**src/rtl/flit_pkg.sv**
```systemverilog
// flit_pkg: shared flit geometry, FSM states and chunk helper for the NoC flit compressor/decompressor.
package flit_pkg;
  localparam int FLIT_WIDTH = 128;
  localparam int CHUNK_SIZE = 8;
  localparam int CHUNKS = FLIT_WIDTH / CHUNK_SIZE;
  localparam int EN_BITS = 3;
  localparam int BE_PAIR = EN_BITS + CHUNK_SIZE;
  localparam int BODY_FLITS = 4;
  localparam int META_START = 75;
  localparam int META_W = BODY_FLITS * BE_PAIR;
  localparam int CNT_W = $clog2(BODY_FLITS);
  localparam logic [EN_BITS-1:0] EN_RAW = '0;
  typedef enum logic [1:0] {IDLE, COLLECT, EMIT_HEAD, EMIT_BODY} state_t;
  function automatic logic [CHUNK_SIZE-1:0] chunk(input logic [FLIT_WIDTH-1:0] f, input int i);
    return f[FLIT_WIDTH-1-i*CHUNK_SIZE -: CHUNK_SIZE];
  endfunction
endpackage

```
**src/rtl/be_pair_gen.sv**
```systemverilog
// be_pair_gen: combinational base/encoding pair for one flit (min-relative delta, raw when range needs 8 bits).
module be_pair_gen
  import flit_pkg::*;
(
  input  logic [FLIT_WIDTH-1:0] flit,
  output logic [EN_BITS-1:0]    en_bits,
  output logic [CHUNK_SIZE-1:0] base,
  output logic [CHUNK_SIZE-1:0] mn,
  output logic                  raw
);
  logic [CHUNK_SIZE-1:0] mx, rng;
  logic [EN_BITS-1:0] w;
  always_comb begin
    mn = '1;
    mx = '0;
    for (int i = 0; i < CHUNKS; i++) begin
      mn = chunk(flit, i) < mn ? chunk(flit, i) : mn;
      mx = chunk(flit, i) > mx ? chunk(flit, i) : mx;
    end
    rng = mx - mn;
    w = EN_BITS'(1);
    for (int k = 1; k < CHUNK_SIZE - 1; k++) w = rng[k] ? EN_BITS'(k + 1) : w;
    raw = rng[CHUNK_SIZE-1];
    en_bits = raw ? EN_RAW : w;
    base = raw ? '0 : -mn;
  end
endmodule

```
**src/rtl/flit_compressor.sv**
```systemverilog
// flit_compressor: buffers one head+body packet, delta-encodes the bodies and emits head (with pair metadata) then bodies.
module flit_compressor
  import flit_pkg::*;
(
  input  logic                  clk_in,
  input  logic                  rst_n_in,
  input  logic                  in_valid,
  output logic                  in_ready,
  input  logic                  in_is_head,
  input  logic [FLIT_WIDTH-1:0] data_in,
  output logic                  out_valid,
  input  logic                  out_ready,
  output logic                  out_is_head,
  output logic [FLIT_WIDTH-1:0] data_out,
  output logic                  proto_err
);
  state_t state, state_nx;
  logic [CNT_W-1:0] bcnt, ocnt;
  logic [FLIT_WIDTH-1:0] head_buf, head_out, enc;
  logic [BODY_FLITS-1:0][FLIT_WIDTH-1:0] body_buf;
  logic [BODY_FLITS-1:0][BE_PAIR-1:0] meta;
  logic [EN_BITS-1:0] en_bits;
  logic [CHUNK_SIZE-1:0] base, mn;
  logic raw, acc, bad, last_body;

  be_pair_gen u_pair (.flit(data_in), .en_bits(en_bits), .base(base), .mn(mn), .raw(raw));

  // Bodies are stored already encoded so emission is a plain buffer read.
  for (genvar i = 0; i < CHUNKS; i++) begin : g_enc
    assign enc[FLIT_WIDTH-1-i*CHUNK_SIZE -: CHUNK_SIZE] = raw ? chunk(data_in, i) : chunk(data_in, i) - mn;
  end

  assign in_ready = rst_n_in && (state == IDLE || state == COLLECT);
  assign acc = in_valid && in_ready;
  assign bad = acc && (in_is_head == (state == COLLECT));
  assign last_body = bcnt == CNT_W'(BODY_FLITS - 1);
  assign out_valid = state == EMIT_HEAD || state == EMIT_BODY;
  assign out_is_head = state == EMIT_HEAD;
  assign data_out = state == EMIT_HEAD ? head_out : state == EMIT_BODY ? body_buf[ocnt] : '0;

  always_comb begin
    head_out = head_buf;
    for (int i = 0; i < BODY_FLITS; i++) head_out[META_START-i*BE_PAIR -: BE_PAIR] = meta[i];
  end

  always_comb begin
    state_nx = state;
    case (state)
      IDLE:      state_nx = acc && in_is_head ? COLLECT : IDLE;
      COLLECT:   state_nx = acc && !in_is_head && last_body ? EMIT_HEAD : COLLECT;
      EMIT_HEAD: state_nx = out_ready ? EMIT_BODY : EMIT_HEAD;
      EMIT_BODY: state_nx = out_ready && ocnt == CNT_W'(BODY_FLITS - 1) ? IDLE : EMIT_BODY;
      default:   state_nx = IDLE;
    endcase
  end

  always_ff @(posedge clk_in or negedge rst_n_in) begin
    if (!rst_n_in) begin
      state <= IDLE;
      bcnt <= '0;
      ocnt <= '0;
      head_buf <= '0;
      body_buf <= '0;
      meta <= '0;
      proto_err <= 1'b0;
    end else begin
      state <= state_nx;
      proto_err <= bad;
      if (acc && in_is_head) begin
        head_buf <= data_in;
        bcnt <= '0;
      end
      if (acc && !in_is_head && state == COLLECT) begin
        body_buf[bcnt] <= enc;
        meta[bcnt] <= {en_bits, base};
        bcnt <= bcnt + 1'b1;
      end
      if (out_valid && out_ready) ocnt <= state == EMIT_HEAD ? '0 : ocnt + 1'b1;
    end
  end
endmodule

```
**config.mk**
```make
export PLATFORM = sky130hd
export DESIGN_NAME = flit_compressor
export DESIGN_NICKNAME = d
export VERILOG_FILES = /design/src/rtl/flit_pkg.sv /design/src/rtl/be_pair_gen.sv /design/src/rtl/flit_compressor.sv
export SDC_FILE = /design/constraint.sdc
export NUM_CORES = 2
export LEC_CHECK = 0
export BUFFER_PORTS_ARGS = -buffer_cell sky130_fd_sc_hd__buf_4
export CORE_ASPECT_RATIO = 0.9
export CORE_MARGIN = 5
export CORE_UTILIZATION = 56
export DETAILED_ROUTE_END_ITERATION = 10
export GPL_TIMING_DRIVEN = 0
export PLACE_DENSITY = 0.75
export REMOVE_ABC_BUFFERS = 1
export SLEW_MARGIN = 20
export SYNTH_ARGS = -nofsm -noshare
export SYNTH_HDL_FRONTEND = slang
export SYNTH_SLANG_ARGS = --single-unit
export TNS_END_PERCENT = 50
```
**constraint.sdc**
```tcl
create_clock -name clk_in -period 2.5 [get_ports clk_in]
set_clock_uncertainty 0.15 [all_clocks]
set_input_delay 0.5 -clock clk_in [delete_from_list [all_inputs] [get_ports clk_in]]
set_output_delay 0.5 -clock clk_in [all_outputs]
set_load 0.01 [all_outputs]
```
* Word level (Yosys, flattened, before mapping) *
Index checks and enable logic that the tools add are counted.

word-level totals
  register bits after elaboration = 691
  input port bits = 133
  output and inout port bits = 132
  logic and storage cells = 163

operators by class
  $add $sub $neg = 20
  $lt $le $gt $ge = 35
  equality and inequality tests = 6
  mux-type cells = 74
  reduce and logical (&&, ||, !) cells = 15

operator list
  kind                                                                                 count
  512-bit bitwise mux                                                                  1
  128-bit 2-to-1 mux                                                                   4
  8-bit 2-to-1 mux                                                                     49
  128-bit binary-select mux with 2-bit select                                          1
  128-bit demux with 2-bit select                                                      1
  8-bit subtractor                                                                     17
  8-bit greater-than comparator                                                        15
  8-bit less-than comparator                                                           15
  44-bit bitwise mux                                                                   1
  11-bit demux with 2-bit select                                                       1
  3-bit 2-to-1 mux                                                                     6
  2-bit 2-to-1 mux                                                                     6
  11-bit 2-to-1 mux                                                                    1
  1-bit logical AND                                                                    10
  2-bit == test, second input constant                                                 4
  8-bit by 1-bit greater-than comparator with 1-bit output, second input constant      1
  8-bit less-than comparator, second input constant                                    1
  8-bit negation                                                                       1
  2-bit case mux with 4 select lines                                                   1
  2-bit by 3-bit less-than comparator with 1-bit output, second input constant         2
  2-bit by 1-bit adder with 2-bit output, second input constant                        2
  2-bit by 1-bit == test with 1-bit output, second input constant                      1
  2-bit by 1-bit greater-or-equal comparator with 1-bit output, second input constant  1
  2-bit logical NOT                                                                    1
  other kinds (5)                                                                      7

* Longest topological paths before layout *
  word-level depth = 41
  mapped depth = 178
  depth with buffers taken out = 162

* Modules after synthesis *
Synthesis repeated with hierarchy kept, for this count alone.

unflattened totals
  cell total of the unflattened synthesis = 5,229
  area, all modules = 48,138.7 µm²

modules (own cells, without submodules)
  module           instances  cells an instance  area an instance (µm²)  sequential area each (µm²)
  flit_compressor  1          3,739              37,647.4                16,190.5
  be_pair_gen      1          1,490              10,491.3                0.0

* Worst setup path before layout *
No wires, ideal clock.

  kind = input to register
  start point = input data_in[121]
  end point = register body_buf[460] (netlist bit)
  library setup time = 134 ps
  arrival = 29,910 ps
  required time = 2,216 ps
  slack = -27,694 ps
  cell stages on the path = 148
  buffers on the path = 9
  cells stage by stage = inv_1 -> ha_1 -> a21o_1 -> a21o_1 -> a21o_1 -> a21o_1 -> a21o_1 -> a21o_1 -> a21oi_1 -> clkbuf_1 -> a21oi_1 -> ha_1 -> o21a_1 -> o21a_1 -> o21a_1 -> o211ai_1 -> a21boi_1 -> o21a_1 -> (+112 left out) -> a21o_1 -> a211o_1 -> a211oi_1 -> a21o_1 -> a31o_2 -> clkbuf_1 -> mux2_2 -> inv_1 -> ha_1 -> o21a_1 -> o31ai_2 -> a21oi_2 -> a221oi_2 -> and2_1 -> buf_4 -> buf_6 -> mux2i_1 -> o21ai_0

between the ends
  longest elaborated chain between the ends = 35

RTL lines
  item                                                                                                           RTL line                                  RTL
  start, declared                                                                                                flit_compressor.sv:10                     input logic [FLIT_WIDTH-1:0] data_in,
  8-bit less-than comparator / 8-bit by 1-bit greater-than comparator with 1-bit output (equally long branches)  be_pair_gen.sv:17, be_pair_gen.sv:18
  8-bit 2-to-1 mux, on equally long branches                                                                     be_pair_gen.sv:17, be_pair_gen.sv:18
  8-bit less-than comparator / 8-bit greater-than comparator (equally long branches)                             be_pair_gen.sv:17, be_pair_gen.sv:18
  8-bit 2-to-1 mux, on equally long branches                                                                     be_pair_gen.sv:17, be_pair_gen.sv:18
  8-bit less-than comparator / 8-bit greater-than comparator (equally long branches)                             be_pair_gen.sv:17, be_pair_gen.sv:18
  8-bit 2-to-1 mux, on equally long branches                                                                     be_pair_gen.sv:17, be_pair_gen.sv:18
  8-bit less-than comparator / 8-bit greater-than comparator (equally long branches)                             be_pair_gen.sv:17, be_pair_gen.sv:18
  8-bit 2-to-1 mux, on equally long branches                                                                     be_pair_gen.sv:17, be_pair_gen.sv:18
  (+19 left out)                                                                                                 -
  8-bit 2-to-1 mux, on equally long branches                                                                     be_pair_gen.sv:17, be_pair_gen.sv:18
  8-bit less-than comparator / 8-bit greater-than comparator (equally long branches)                             be_pair_gen.sv:17, be_pair_gen.sv:18
  8-bit 2-to-1 mux, on equally long branches                                                                     be_pair_gen.sv:17, be_pair_gen.sv:18
  8-bit less-than comparator / 8-bit greater-than comparator (equally long branches)                             be_pair_gen.sv:17, be_pair_gen.sv:18
  8-bit 2-to-1 mux, on equally long branches                                                                     be_pair_gen.sv:17, be_pair_gen.sv:18
  8-bit subtractor, on equally long branches                                                                     flit_compressor.sv:30, be_pair_gen.sv:20
  8-bit 2-to-1 mux *                                                                                             flit_compressor.sv:30                     assign enc[FLIT_WIDTH-1-i*CHUNK_SIZE -: CHUNK_SIZE] = raw ? chunk(data_in, i) : chunk(data_in, i) - mn;
  512-bit bitwise mux *                                                                                          flit_compressor.sv:74                     body_buf[bcnt] <= enc;
  end signal, assigned by index                                                                                  flit_compressor.sv:74
  end, declared                                                                                                  flit_compressor.sv:20                     logic [BODY_FLITS-1:0][FLIT_WIDTH-1:0] body_buf;

Mark *: on every way between the ends. The rest lies on a longest branch, timed or not.
A chain may end at the register's enable or synchronous reset.

* Final worst setup path *
  start point = input data_in[123]
  end point = register body_buf[201] (netlist bit)

Same word-level chain as after synthesis.

==> summary.md <==
The tools report the CTS H-tree depth as 3. The leading register cell type out of synthesis was dfrtp_1. The first global-routing pass estimated 224.5 mm of wire. For the post-synthesis instance area, the log shows 42880 um2.

The clock slew at the register clock pins of the worst setup and hold paths works out to 60 ps. Adding up every negative setup slack in the final design gives -15960300 ps. The setup slack of the critical path after layout was -28330 ps; the worst relative slew slack was 24.54%. The logs give 4594 for the synthesized instance count and 620 ps for the clock latency on the worst-skew pair. The run gives 0 as the DRC violations left.

CTS placed an instance of clkbuf_16 at the clock tree root. The flow ran to the end, but the final reports show violations. The final route contains 41346 vias. Once layout is complete, the cells apart from fillers number 6244. The tools report the final weighted congestion in routability-driven placement as 0.9138.

Of all nets on the critical path, the largest fanout is 8. The critical path class is input pin to register. The post-synthesis cell type count is 90. Across the whole layout, storage elements account for 16210 um2. At the pin with the least slew margin, the transition time is 1129 ps.

The count of endpoints failing setup in the final report came out at 870. The initial utilization of the core area, before any placement, comes to 56.39%. Entering global routing, the biggest net connects 99 pins.

The arrival time at the worst endpoint came out at 31170 ps. After the first detailed-routing iteration, the DRC count stood at 5314. Counting along the longest clock path gives a buffer depth of 3. Counting instances in the post-synthesis netlist gives the leading cell types as nand2_1 (739), dfrtp_1 (647), o21ai_0 (459). The mean instance size in the synthesized netlist was 9.333 um2; the net count reported at finish was 5613. In this run, synthesis produced a sequential element count of 647.

The clock net in this run drives a total of 647 sinks. The combined global-route utilization of all metal layers was 34.72%; the part of the cycle the worst path needs was 1233%. The iteration count of the initial detailed-routing pass is 8, and the remaining antenna violation count after routing is 0.

TritonCTS built the clock tree. The time the worst path needs with I/O delays and setup works out to 30830 ps. Setup repair after global routing could not meet its margin everywhere. The final reports fail on negative setup slack. The tools report the number of top-level pins as 265. For this block, the routed nets add up to 164.1 mm of wire. The most used standard cell by instance count after synthesis was nand2_1.

The path class of the tightest hold or removal check is input pin to register. For this design, the slowest cell found on the critical path is or3_4. The die is 301.7 um wide.

The max-slew violation count was 0; the number of placement rows was 96. The number of hold violations in the final report was 0. At the worst endpoint, the required time is 2840 ps.

The floorplan step defined a core boundary enclosing 76030 um2. In the synthesized netlist the async set-or-reset flop fraction comes to 100.0%. The tool flagged a number of max-cap violations equal to 0. In this run, synthesis inferred 0 flip-flops with an integrated enable. The per-cell via count in the routed design is 6.622. For the count of synthesis-stage warnings from yosys, the log shows 0. Cells with a size suffix above 1 make up 31.46% of the layout. Based on the critical path, the design can be clocked at up to 32.43 MHz. The number of clock buffers added by TritonCTS is 73.

Kind of start point of the critical path: an input pin. Initial antenna violation count: 23. The worst register-to-register path has a setup slack of -1560 ps.

The die covers 82210 um2. The layout has 4615 filler cells. Relative area change from synthesis to final layout: 32.52%. The via count of the first global-routing pass is 39339. The cell total after placement is 5685, and the maximum cell stage delay along the critical path is 440 ps.

The routed length per instance is 26.28 um. STA classifies the critical path endpoint as a register. Detailed placement ended at an HPWL of 90.30 mm. After synthesis, the largest area contributor takes up 37.76% of total cell area. The cell that appears most often on the critical path is ha_4. The number of port buffers works out to 264. The overflow left after global routing is 0, and the sequential element share of the synthesized area is 37.76%. The footprint of the multi-input gates is 28870 um2, and the floorplan die height is 272.5 um.

Sorting the synthesized cells by area gives the leading types as dfrtp_1 (38%), ha_1 (9.5%), mux4_2 (6.7%), nand2_1 (6.5%), mux2i_1 (5.6%). The cell type contributing the most total cell area after synthesis was dfrtp_1.
-- cell usage in the layout (no fill, tap or decap), types with 128 or more instances in the layout --
cell type  synthesis  final
nand2_1          739    714
a21oi_1          240    160
nor2b_1          150    146
mux2i_1          238    155
ha_1             325    279
mux4_2           128    128
o21ai_1          274    331
buf_4              2    591
dfrtp_1          647    643
inv_1            265    230
o21ai_0          459    264
-- worst max-delay path, delay by kind of cell --
kind / cells / cell delay (ps)
buffers and inverters: 26 / 3580
AO/OA/AOI/OAI: 62 / 11420
adder cells (fa/ha/maj): 16 / 4590
AND/OR/NAND/NOR: 49 / 8370
multiplexers: 8 / 2590
-- cells by family (layout without fill, tap and decap cells) --
kind of cell    Yosys count  after routing  synth area share (%)
fa+ha+maj               344            344                 10.33
mux                     474            475                 15.13
xor+xnor                137            137                 2.798
simple gates           1226           1232                 12.69
compound gates         1246           1253                 16.59
flops                   647            647                 37.76
other cells               0             25                     0
buf+inv                 520           1102                 4.698
-- flip-flops by register name, indices dropped and copies added, names as in the netlist --
| register | flops |
|---|---|
| bcnt | 2 |
| head_buf | 84 |
| state | 2 |
| body_buf | 512 |
| head_out | 44 |
| ocnt | 2 |
| proto_err | 1 |
-- path summary, 6_finish.rpt --
check	startpoint	end	cells past startpoint
worst max-delay path	data_in[123]	body_buf[201]	161
worst min-delay path	data_in[24]	body_buf[152]	3
worst max register to register	state[1]	body_buf[474]	8
worst min register to register	body_buf[475]	body_buf[475]	2
max in group asynchronous	rst_n_in	state[0]	8
min in group asynchronous	rst_n_in	head_buf[99]	5
-- cell type report --
class	instances	area share, %
diodes	25	0.1101
clock buffers	103	3.627
clock inverters	24	0.4888
inverters	265	1.876
multi-input cells	3441	50.81
flip-flops and latches	647	28.52
well taps	1029	2.266
repair buffers	710	12.31
-- stage by stage --
stage                     utilization (%)  hold slack (ps)  setup WS, ps  area, um2
after floorplan                         -            54.41        -32250      41860
after global routing                74.72            46.75        -29060      56810
final                               74.74            41.46        -28330      56820
after global placement              59.35            306.2        -44740      45130
after CTS                           71.07            32.29        -24750      54040
after detailed placement            61.23            221.1        -32850      46550
-- routing by layer --
layer  GRT usage [%]  routed length (um)  up-vias
li1                -                   -    17402
met1           45.78               58940    19760
met5               0                 116        -
met2           53.93               71480     3003
met3           6.943               18790     1175
met4           19.67               14790        6
-- what timing repair did --
| action | 4_1_cts | 5_1_grt |
|---|---|---|
| setup endpoints to repair | 775 | 1060 |
| hold buffers | 4 | 0 |
| setup buffers | 262 | 110 |
| pin swaps | 181 | 192 |
| hold endpoints to repair | 192 | 0 |
| resized for setup | 610 | 425 |
| gates cloned | 22 | 13 |
Power is left out: the tool's default activity adds up to more than one toggle a clock period on the data nets, which glitch-free logic cannot reach.
